`src/rtl/vote_session_ctrl.sv`:
```
// vote_session_ctrl: poll-session sequencer for the voting system.
//
// Opens and closes the poll and admits one voter at a time by ID. It takes
// the first unambiguous (one-hot) candidate pulse from the button
// debouncers and commits it to the has-voted bitmap and the per-candidate
// saturating tally counters.
//
// Optional feature macro: VOTE_TIMEOUT_EN. When defined, an open ballot is
// rejected after TIMEOUT_CYC cycles and the FSM returns to IDLE.
//
// Ports:
//   clock, reset   system clock; synchronous active-high reset
//   poll_start     pulse, open poll (CLOSED only; clears voted + tallies)
//   poll_end       pulse, close poll (IDLE/BALLOT/COMMIT)
//   id_load, id_in pulse + voter ID to admit
//   vote_req       per-candidate valid_vote pulses
//   mode           1 = result mode, vote_req ignored
//   tally_sel      candidate whose tally appears on tally_out
//   pollsig        poll open (IDLE, BALLOT, COMMIT)
//   voter_id       latched current voter ID
//   voted          per-ID has-voted flags
//   ballot_open    high in BALLOT
//   vote_ack       one-cycle pulse, vote committed
//   vote_reject    one-cycle pulse, request refused
//   tally_out      registered tally[tally_sel]
module vote_session_ctrl #(
  parameter int unsigned NUM_CAND    = 4,
  parameter int unsigned CNT_W       = 8,
  parameter int unsigned TIMEOUT_CYC = 500000000
) (
  input  logic                        clock,
  input  logic                        reset,
  input  logic                        poll_start,
  input  logic                        poll_end,
  input  logic                        id_load,
  input  logic [7:0]                  id_in,
  input  logic [NUM_CAND-1:0]         vote_req,
  input  logic                        mode,
  input  logic [$clog2(NUM_CAND)-1:0] tally_sel,
  output logic                        pollsig,
  output logic [7:0]                  voter_id,
  output logic [255:0]                voted,
  output logic                        ballot_open,
  output logic                        vote_ack,
  output logic                        vote_reject,
  output logic [CNT_W-1:0]            tally_out
);

  localparam int unsigned SelW = $clog2(NUM_CAND);
  localparam logic [CNT_W-1:0] TallyMax = '1;

  typedef enum logic [1:0] {StClosed, StIdle, StBallot, StCommit} state_e;

  state_e           state_q, state_d;
  logic [7:0]       voter_id_q, voter_id_d;
  logic [255:0]     voted_q, voted_d;
  logic [SelW-1:0]  cand_q, cand_d;
  logic [CNT_W-1:0] tally_q [NUM_CAND];
  logic [CNT_W-1:0] tally_d [NUM_CAND];
  logic             pollsig_q, pollsig_d;
  logic             ballot_open_q, ballot_open_d;
  logic             vote_ack_q, vote_ack_d;
  logic             vote_reject_q, vote_reject_d;
  logic [CNT_W-1:0] tally_out_q, tally_out_d;

  // Request decode: exactly one bit is a vote, two or more is ambiguous.
  logic            req_one;
  logic            req_multi;
  logic [SelW-1:0] req_idx;

  always_comb begin
    req_idx = '0;
    for (int unsigned i = 0; i < NUM_CAND; i++) begin
      if (vote_req[i]) req_idx = SelW'(i);
    end
    req_one   = $onehot(vote_req);
    req_multi = (|vote_req) && !req_one;
  end

  logic timeout;

`ifdef VOTE_TIMEOUT_EN
  localparam int unsigned TmrW = $clog2(TIMEOUT_CYC) + 1;

  logic [TmrW-1:0] timer_q, timer_d;

  // Held at zero outside BALLOT, so every BALLOT entry starts from zero.
  always_comb begin
    timer_d = '0;
    if (state_q == StBallot) timer_d = timer_q + 1'b1;
  end

  assign timeout = (state_q == StBallot) && (timer_q == TmrW'(TIMEOUT_CYC - 1));

  always_ff @(posedge clock) begin
    if (reset) timer_q <= '0;
    else       timer_q <= timer_d;
  end
`else
  assign timeout = 1'b0;
`endif

  always_comb begin
    state_d       = state_q;
    voter_id_d    = voter_id_q;
    voted_d       = voted_q;
    cand_d        = cand_q;
    tally_d       = tally_q;
    vote_ack_d    = 1'b0;
    vote_reject_d = 1'b0;

    unique case (state_q)
      StClosed: begin
        if (poll_start) begin
          state_d = StIdle;
          voted_d = '0;
          for (int unsigned i = 0; i < NUM_CAND; i++) tally_d[i] = '0;
        end
      end
      StIdle: begin
        if (poll_end) begin
          state_d = StClosed;
        end else if (id_load) begin
          if (voted_q[id_in]) begin
            vote_reject_d = 1'b1;
          end else begin
            voter_id_d = id_in;
            state_d    = StBallot;
          end
        end
      end
      StBallot: begin
        if (poll_end) begin
          // Abandoned ballot: no ack, no reject, voted untouched.
          state_d = StClosed;
        end else if (!mode && req_one) begin
          cand_d  = req_idx;
          state_d = StCommit;
        end else begin
          if (!mode && req_multi) vote_reject_d = 1'b1;
          if (timeout) begin
            vote_reject_d = 1'b1;
            state_d       = StIdle;
          end
        end
      end
      StCommit: begin
        // The write always completes, even when poll_end arrives now.
        if (tally_q[cand_q] != TallyMax) tally_d[cand_q] = tally_q[cand_q] + 1'b1;
        voted_d[voter_id_q] = 1'b1;
        vote_ack_d          = 1'b1;
        state_d             = poll_end ? StClosed : StIdle;
      end
      default: state_d = StClosed;
    endcase

    pollsig_d     = (state_d != StClosed);
    ballot_open_d = (state_d == StBallot);
    tally_out_d   = (32'(tally_sel) < NUM_CAND) ? tally_q[tally_sel] : '0;
  end

  always_ff @(posedge clock) begin
    if (reset) begin
      state_q       <= StClosed;
      voter_id_q    <= '0;
      voted_q       <= '0;
      cand_q        <= '0;
      for (int unsigned i = 0; i < NUM_CAND; i++) tally_q[i] <= '0;
      pollsig_q     <= 1'b0;
      ballot_open_q <= 1'b0;
      vote_ack_q    <= 1'b0;
      vote_reject_q <= 1'b0;
      tally_out_q   <= '0;
    end else begin
      state_q       <= state_d;
      voter_id_q    <= voter_id_d;
      voted_q       <= voted_d;
      cand_q        <= cand_d;
      tally_q       <= tally_d;
      pollsig_q     <= pollsig_d;
      ballot_open_q <= ballot_open_d;
      vote_ack_q    <= vote_ack_d;
      vote_reject_q <= vote_reject_d;
      tally_out_q   <= tally_out_d;
    end
  end

  assign pollsig     = pollsig_q;
  assign voter_id    = voter_id_q;
  assign voted       = voted_q;
  assign ballot_open = ballot_open_q;
  assign vote_ack    = vote_ack_q;
  assign vote_reject = vote_reject_q;
  assign tally_out   = tally_out_q;

endmodule
```
`config.mk`:
```
export PLATFORM = sky130hd
export DESIGN_NAME = vote_session_ctrl
export DESIGN_NICKNAME = d
export VERILOG_FILES = /design/src/rtl/vote_session_ctrl.sv
export SDC_FILE = /design/constraint.sdc
export NUM_CORES = 1
export LEC_CHECK = 0
export BUFFER_PORTS_ARGS = -buffer_cell sky130_fd_sc_hd__buf_2
export CAP_MARGIN = 20
export CORE_MARGIN = 4
export CORE_UTILIZATION = 45
export CTS_CLUSTER_SIZE = 25
export DETAILED_ROUTE_END_ITERATION = 8
export PLACE_DENSITY = 0.68
export SYNTH_ARGS = -nofsm -noshare
export SYNTH_HDL_FRONTEND = slang
export SYNTH_SLANG_ARGS = --single-unit
```
`constraint.sdc`:
```
create_clock -name clock -period 3.6 [get_ports clock]
set_input_delay 0.36 -clock clock [delete_from_list [all_inputs] [get_ports clock]]
set_output_delay 0.36 -clock clock [all_outputs]
set_load 0.05 [all_outputs]
```
==> results_dict.tcl, run 1 <==
set metrics [dict create \
    status "complete, no violations" \
    path_delay_family "compound AO/OA/AOI/OAI gates" \
    synthSimpleGateAreaFrac_pct 15.53 \
    clock_sinks 312 \
    synth-compound-area-share_pct 16.25 \
    worstSetupEndpoint "tally_q[7]" \
    syn_area_sq_um 12910 \
    finalClockSkew_ps 21.96 \
    cts_setup_buffers 0 \
    grt_pass1_wl_um 70570 \
    synth_fa_ha_area_share_pct 0.9306 \
    postRouteAntennaNets 0 \
    r2r_end "tally_q[7]" \
    min_path_type "input port to flop" \
    async_flop_share_pct 0 \
    synth_top_area_cell "dfxtp_1" \
    stdcell_count 2054 \
    cts_tree "done" \
    final_hold_viol_count 0 \
    syn_area_per_cell_sq_um 9.394 \
    routed_wirelength_um 47080 \
    yosys-top-cells-count "332 x nor2_1, 312 x dfxtp_1, 272 x a21oi_1" \
    ys_top_cells_by_area "dfxtp_1 48%, mux4_2 12%, a21oi_1 11%, nor2_1 9.7%, clkbuf_1 2.4%" \
    grt_pass1_vias 11660 \
    setup_viol 0 \
    crit_start "cand_q[0]" \
    synth.distinct_cells 59 \
    synth_edf_count 0 \
    placed_area_sq_um 14950 \
    row_count 61 \
    post_cts_resized 0 \
    ir_worst_vdd_uv 363.0 \
    worstHoldStart "id_load" \
    cts_root_buf "clkbuf_16" \
    vias 12190 \
    ys_ff_latch 312 \
    crit_path_top_delay_cell "mux4_2" \
    synth.most_common_cell "nor2_1" \
    synth_nets 1403 \
    maxSlewHeadroom_pct 32.08 \
    synth_flop_cell "dfxtp_1" \
    worstSkewPairLatency_ps 520 \
    crit_path_cell_trace "buf_4, buf_4, mux4_2, nand3_1, nor2_1, a41oi_1, o21ai_1, a22oi_1, nor2_1" \
    synthToLayoutAreaGrowth_pct 24.62 \
    die_area_sq_um 31460 \
    critPathKind "flop to flop" \
    fin_crit_ps 2912 \
    via_per_inst 5.936 \
    grt_max_degree 62 \
    placed_cells 1992 \
    drtPass1Iterations 5 \
    end_kind "flop" \
    setup_tns_ps 0 \
    htreeDepth 2 \
    start_util_pct 46.08 \
    place.gp.congestion 0.9228 \
    port_buffers 295 \
    fmax_ghz 0.3434 \
    fp.dieH_um 177.4 \
    power_leakage_nw 6.717 \
    dpl.hpwl_um 33400 \
    powerDensity_nw_per_um2 505.6 \
    gr-usage-all-layers_pct 29.06 \
    cts_max_path_buffers 3 \
    chipWidth_um 177.4 \
    drt-initial-drc-count 1190 \
    required_ps 3970 \
    path_buf_inv 2 \
    start_kind "flop" \
    cp.depth 9 \
    r2r_slack_ps 690 \
    syn_inst 1374 \
    maxSlewViolCount 0 \
    drv_cap 0 \
    synthMuxAreaShare_pct 14.35 \
    period_share_pct 80.90 \
    worst_slew_pin_slew_ps 1015 \
    cts_hold_buf 0 \
    cts_buffers 34 \
    yosysSeqAreaShare_pct 48.39 \
    rsz0062_at_grt "false" \
    io_pins 296 \
    synth_top_family_by_area "compound AO/OA/AOI/OAI gates" \
    drc_errors 0 \
    n_fill_cell 2517 \
    netlist.area_leader.share_pct 48.39 \
    critPathMaxFanout 8 \
    cp_data_arrival_time_ps 3280 \
    slowest_delay_ps 550 \
    ys_warn_count 0 \
    core-area_sq_um 28010 \
    clk_pin_slew_worst_paths_ps 60 \
    nets 1681 \
    final_layout_size_suffix_gt1_share_pct 30.63 \
    postLayoutCellArea_sq_um 16090 \
    synth_xor_area_share_pct 0.3393 \
    wire_per_inst_um 22.92 \
    grt_overflow 0 \
    reg2reg_from "cand_q[0]" \
    antenna_found_initial 2 \
    r2r_cells 9 \
]
[layer usage]
metal | global-route usage, % | share of wire [%] | up-vias
met2 | 46.42 | 46 | 694
li1 | - | - | 5447
met3 | 7.179 | 11 | 118
met5 | 0 | 0.032 | -
met4 | 10.25 | 3.9 | 4
met1 | 38.71 | 39 | 5930
[cell usage in the layout (no fill, tap or decap), types with 4 or more instances in the layout]
cell type	netlist	routed
a211oi_1	4	4
a21bo_2	5	5
a21oi_1	272	272
a22oi_1	28	28
buf_12	1	5
buf_2	11	294
buf_4	7	50
clkbuf_1	84	8
clkbuf_16	0	35
clkbuf_8	0	7
clkinv_2	0	4
dfxtp_1	312	312
ha_1	8	8
inv_1	10	10
mux2_2	10	10
mux2i_1	5	4
mux4_1	6	6
mux4_2	68	68
nand2_1	24	24
nand2b_1	21	21
nand3_1	12	12
nor2_1	332	330
nor2b_1	14	13
nor3_1	30	23
nor3_2	0	7
nor4_1	14	8
nor4_2	0	6
o21ai_0	8	8
o21ai_1	6	6
o221ai_1	4	4
o22ai_1	15	15
xnor2_1	4	4
[cell type report]
cell class,instances,area [sq um],area share (%)
Timing Repair Buffer,353,1993,12.39
Multi-Input combinational cell,941,6210,38.60
Sequential cell,312,6246,38.83
Clock buffer,50,1002,6.231
Tap cell,378,473.0,2.940
Antenna cell,1,2.502,0.01556
Clock inverter,9,121.4,0.7545
Inverter,10,37.54,0.2334
[logic make-up after synthesis]
| kind of cell | after synthesis |
|---|---|
| simple gates | 467 |
| compound gates | 371 |
| flops | 312 |
| buf+inv | 121 |
| mux | 89 |
| fa+ha+maj | 9 |
| xor+xnor | 5 |
[worst reg2reg max path, cell delays in order (launching register included)]
cell     delay, ps
dfxtp_1        480
buf_4          210
buf_4          160
mux4_2         550
nand3_1        140
nor2_1          90
a41oi_1        390
o21ai_1        420
a22oi_1        300
nor2_1          50
[power by group]
| part | switching (mW) | internal, mW |
|---|---|---|
| logic | 0.803 | 0.290 |
| registers | 0.0476 | 3.49 |
| clock network | 1.42 | 2.08 |
[state kept, by name, indices dropped and copies added, names as in the netlist]
| register | count |
|---|---|
| vote_reject | 1 |
| state_q | 2 |
| cand_q | 2 |
| voter_id | 8 |
| ballot_open | 1 |
| pollsig | 1 |
| tally_q | 32 |
| vote_ack | 1 |
| tally_out | 8 |
| voted | 256 |
[per-stage QoR]
step                utilization [%]  setup WS (ps)  power [mW]  hold slack [ps]
finish                        57.43          687.6       8.133            236.6
global route                  57.42          423.4       8.373            269.9
CTS                           57.37          709.3       8.129            218.1
detailed placement            53.36          381.9       4.678            461.4
global placement              53.19          546.2       4.666            456.3
floorplan                         -          941.4       4.315            443.5
[worst min-delay path by stage]
stage | depth (start not counted) | slack [ps] | to
CTS | 4 | 220 | state_q[0]
detailed placement | 2 | 460 | tally_q[26]
global route | 4 | 270 | state_q[0]
floorplan | 2 | 440 | tally_q[26]
finish | 4 | 240 | state_q[0]
global placement | 2 | 460 | tally_q[26]
(Power assumes the default switching activity.)
==> inputs of run 2 (changes only) <==
- ABC_AREA: unset -> 1
- clock period: 3.6 -> 2.9 ns (I/O delays scaled with it)
==> run 2 against run 1 <==
Compared with the run above:
- non-clock buffer count increased by 11
- critical endpoint is now voted[117]
- critical path depth decreased by 2
- final area increased by 6.1%
- clock skew decreased by 12 ps
==> results_dict.tcl, run 2 <==
set metrics [dict create \
    status "complete, no violations" \
    maxSlewViolCount 0 \
    synthToLayoutAreaGrowth_pct 23.38 \
    power_leakage_nw 6.937 \
    postRouteAntennaNets 0 \
    yosysSeqAreaShare_pct 45.17 \
    start_util_pct 46.17 \
    total_power_mw 9.574 \
    setup_slack_ps 193.0 \
    dp_slack_ps 267.5 \
    via_per_inst 5.404 \
    cp_data_arrival_time_ps 3080 \
    final_hold_viol_count 0 \
    ir_worst_vdd_uv 367.7 \
    postLayoutCellArea_sq_um 17060 \
    final_layout_size_suffix_gt1_share_pct 19.65 \
    clk_pin_slew_worst_paths_ps 60 \
    row_count 63 \
    setup_tns_ps 0 \
    routed_wirelength_um 51540 \
    dpl.hpwl_um 35330 \
    post_cts_resized 0 \
    cts_hold_buf 0 \
    grt_overflow 0 \
    clock_sinks 312 \
    grt_max_degree 89 \
    vias 14660 \
    min_path_type "input port to flop" \
    finalClockSkew_ps 10.01 \
    ys_warn_count 0 \
    setup_viol 0 \
    wire_per_inst_um 19.00 \
    drc_errors 0 \
    netlist.area_leader.share_pct 45.17 \
    powerDensity_nw_per_um2 561.2 \
    synth_top_area_cell "dfxtp_1" \
    yosys-top-cells-count "516 x nand2_1, 337 x a21oi_1, 312 x dfxtp_1" \
    fp.dieH_um 183.3 \
    stdcell_count 2713 \
    io_pins 296 \
    cts_buffers 35 \
    synth_nets 2051 \
    critPathMaxFanout 88 \
    ys_ff_latch 312 \
    port_buffers 295 \
    async_flop_share_pct 0 \
    n_fill_cell 2922 \
    end_kind "flop" \
    placed_area_sq_um 15900 \
    whs_ps 72.29 \
    gr-usage-all-layers_pct 29.32 \
    fmax_ghz 0.3694 \
    antenna_found_initial 2 \
    rsz0062_at_grt "false" \
    final_util_pct 56.96 \
    ys_top_cells_by_area "dfxtp_1 45%, nand2_1 14%, a21oi_1 12%, nand3_1 8.3%, inv_1 6.5%" \
    synth.most_common_cell "nand2_1" \
    worst_slew_pin_slew_ps 557.8 \
    cts_root_buf "clkbuf_16" \
    grt_pass1_wl_um 78560 \
    fin_crit_ps 2707 \
    maxSlewHeadroom_pct 62.81 \
    synth.distinct_cells 35 \
    grt_pass1_vias 13730 \
    chipWidth_um 183.3 \
    synth_flop_cell "dfxtp_1" \
    critPathKind "flop to flop" \
    drtPass1Iterations 5 \
    core-area_sq_um 29950 \
    syn_area_sq_um 13830 \
    syn_area_per_cell_sq_um 6.839 \
    start_kind "flop" \
    place.gp.congestion 0.9248 \
    cts_setup_buffers 0 \
    final_common_cell "nand2_1" \
    required_ps 3280 \
    synth_edf_count 0 \
    drv_cap 0 \
    final_cell_mix "516 x nand2_1, 337 x a21oi_1, 312 x dfxtp_1" \
    htreeDepth 2 \
    nets 2327 \
    drt-initial-drc-count 1376 \
    placed_cells 2651 \
    syn_inst 2022 \
    largest_reg_flops 256 \
    cts_max_path_buffers 3 \
    cts_tree "done" \
    worstSkewPairLatency_ps 510 \
    die_area_sq_um 33600 \
    period_share_pct 93.34 \
]
-- run 2: cell count changes in the layout (fill, tap and decap cells not counted), moves of 13 or more --
cell / before / now
nand2b_1: 21 / 0
mux4_2: 68 / 0
buf_4: 50 / 63
nand3_1: 12 / 230
o22ai_1: 15 / 1
nor2b_1: 13 / 0
nor2_1: 330 / 137
a21oi_1: 272 / 337
nor3_1: 23 / 5
o21ai_1: 6 / 19
inv_1: 10 / 241
a22oi_1: 28 / 5
o21ai_0: 8 / 26
nand2_1: 24 / 516
-- run 2: metal layers --
layer  global-route usage [%]  vias to the layer above  part of all wire (%)
li1                         -                     6999                     -
met5                        0                        -                     0
met3                    6.624                      125                    10
met4                    9.684                        0                   3.5
met2                    48.10                      765                    46
met1                    38.44                     6772                    40
-- run 2: worst paths after layout --
path | from | end | slack [ps] | cells after the start
setup / recovery | state_q[1] | voted[117] | 190 | 7
hold / removal | vote_req[3] | cand_q[0] | 70 | 3
setup reg to reg | state_q[1] | voted[117] | 190 | 7
hold reg to reg | voted[149] | voted[149] | 460 | 2
-- run 2: worst max-delay path: stages, from the launching register on --
cell,delay [ps]
dfxtp_1,380
ha_1,360
inv_2,200
a21oi_1,470
inv_2,290
o21ai_4,360
buf_12,370
a21oi_1,80
-- run 2: layout make-up --
cell class                      instances  area [sq um]  area share (%)
Tap cell                              390         488.0           2.860
Antenna cell                            2         5.005         0.02933
Multi-Input combinational cell       1335          6141           35.99
Inverter                              250         939.7           5.507
Sequential cell                       312          6246           36.61
Timing Repair Buffer                  364          2085           12.22
Clock inverter                          6         57.56          0.3373
Clock buffer                           54          1100           6.446
-- run 2: power by group --
| group | internal, mW | leakage, nW | switching, mW | total, mW |
|---|---|---|---|---|
| registers | 4.30 | 2.51 | 0.0115 | 4.31 |
| logic | 0.192 | 3.85 | 0.612 | 0.804 |
| clock network | 2.69 | 0.572 | 1.77 | 4.46 |
| total | 7.18 | 6.94 | 2.39 | 9.57 |
-- run 2: cell families (layout without fill, tap and decap cells) --
group	after synthesis	in the layout	share of synthesized area [%]
buffers and inverters	375	674	10.69
and+or+nand+nor	916	916	27.80
DFF	312	312	45.17
AOI/OAI and AO/OA	405	405	15.16
xor gates and xnor gates	5	5	0.3167
adders and majority gates	9	9	0.8687
other	0	2	0
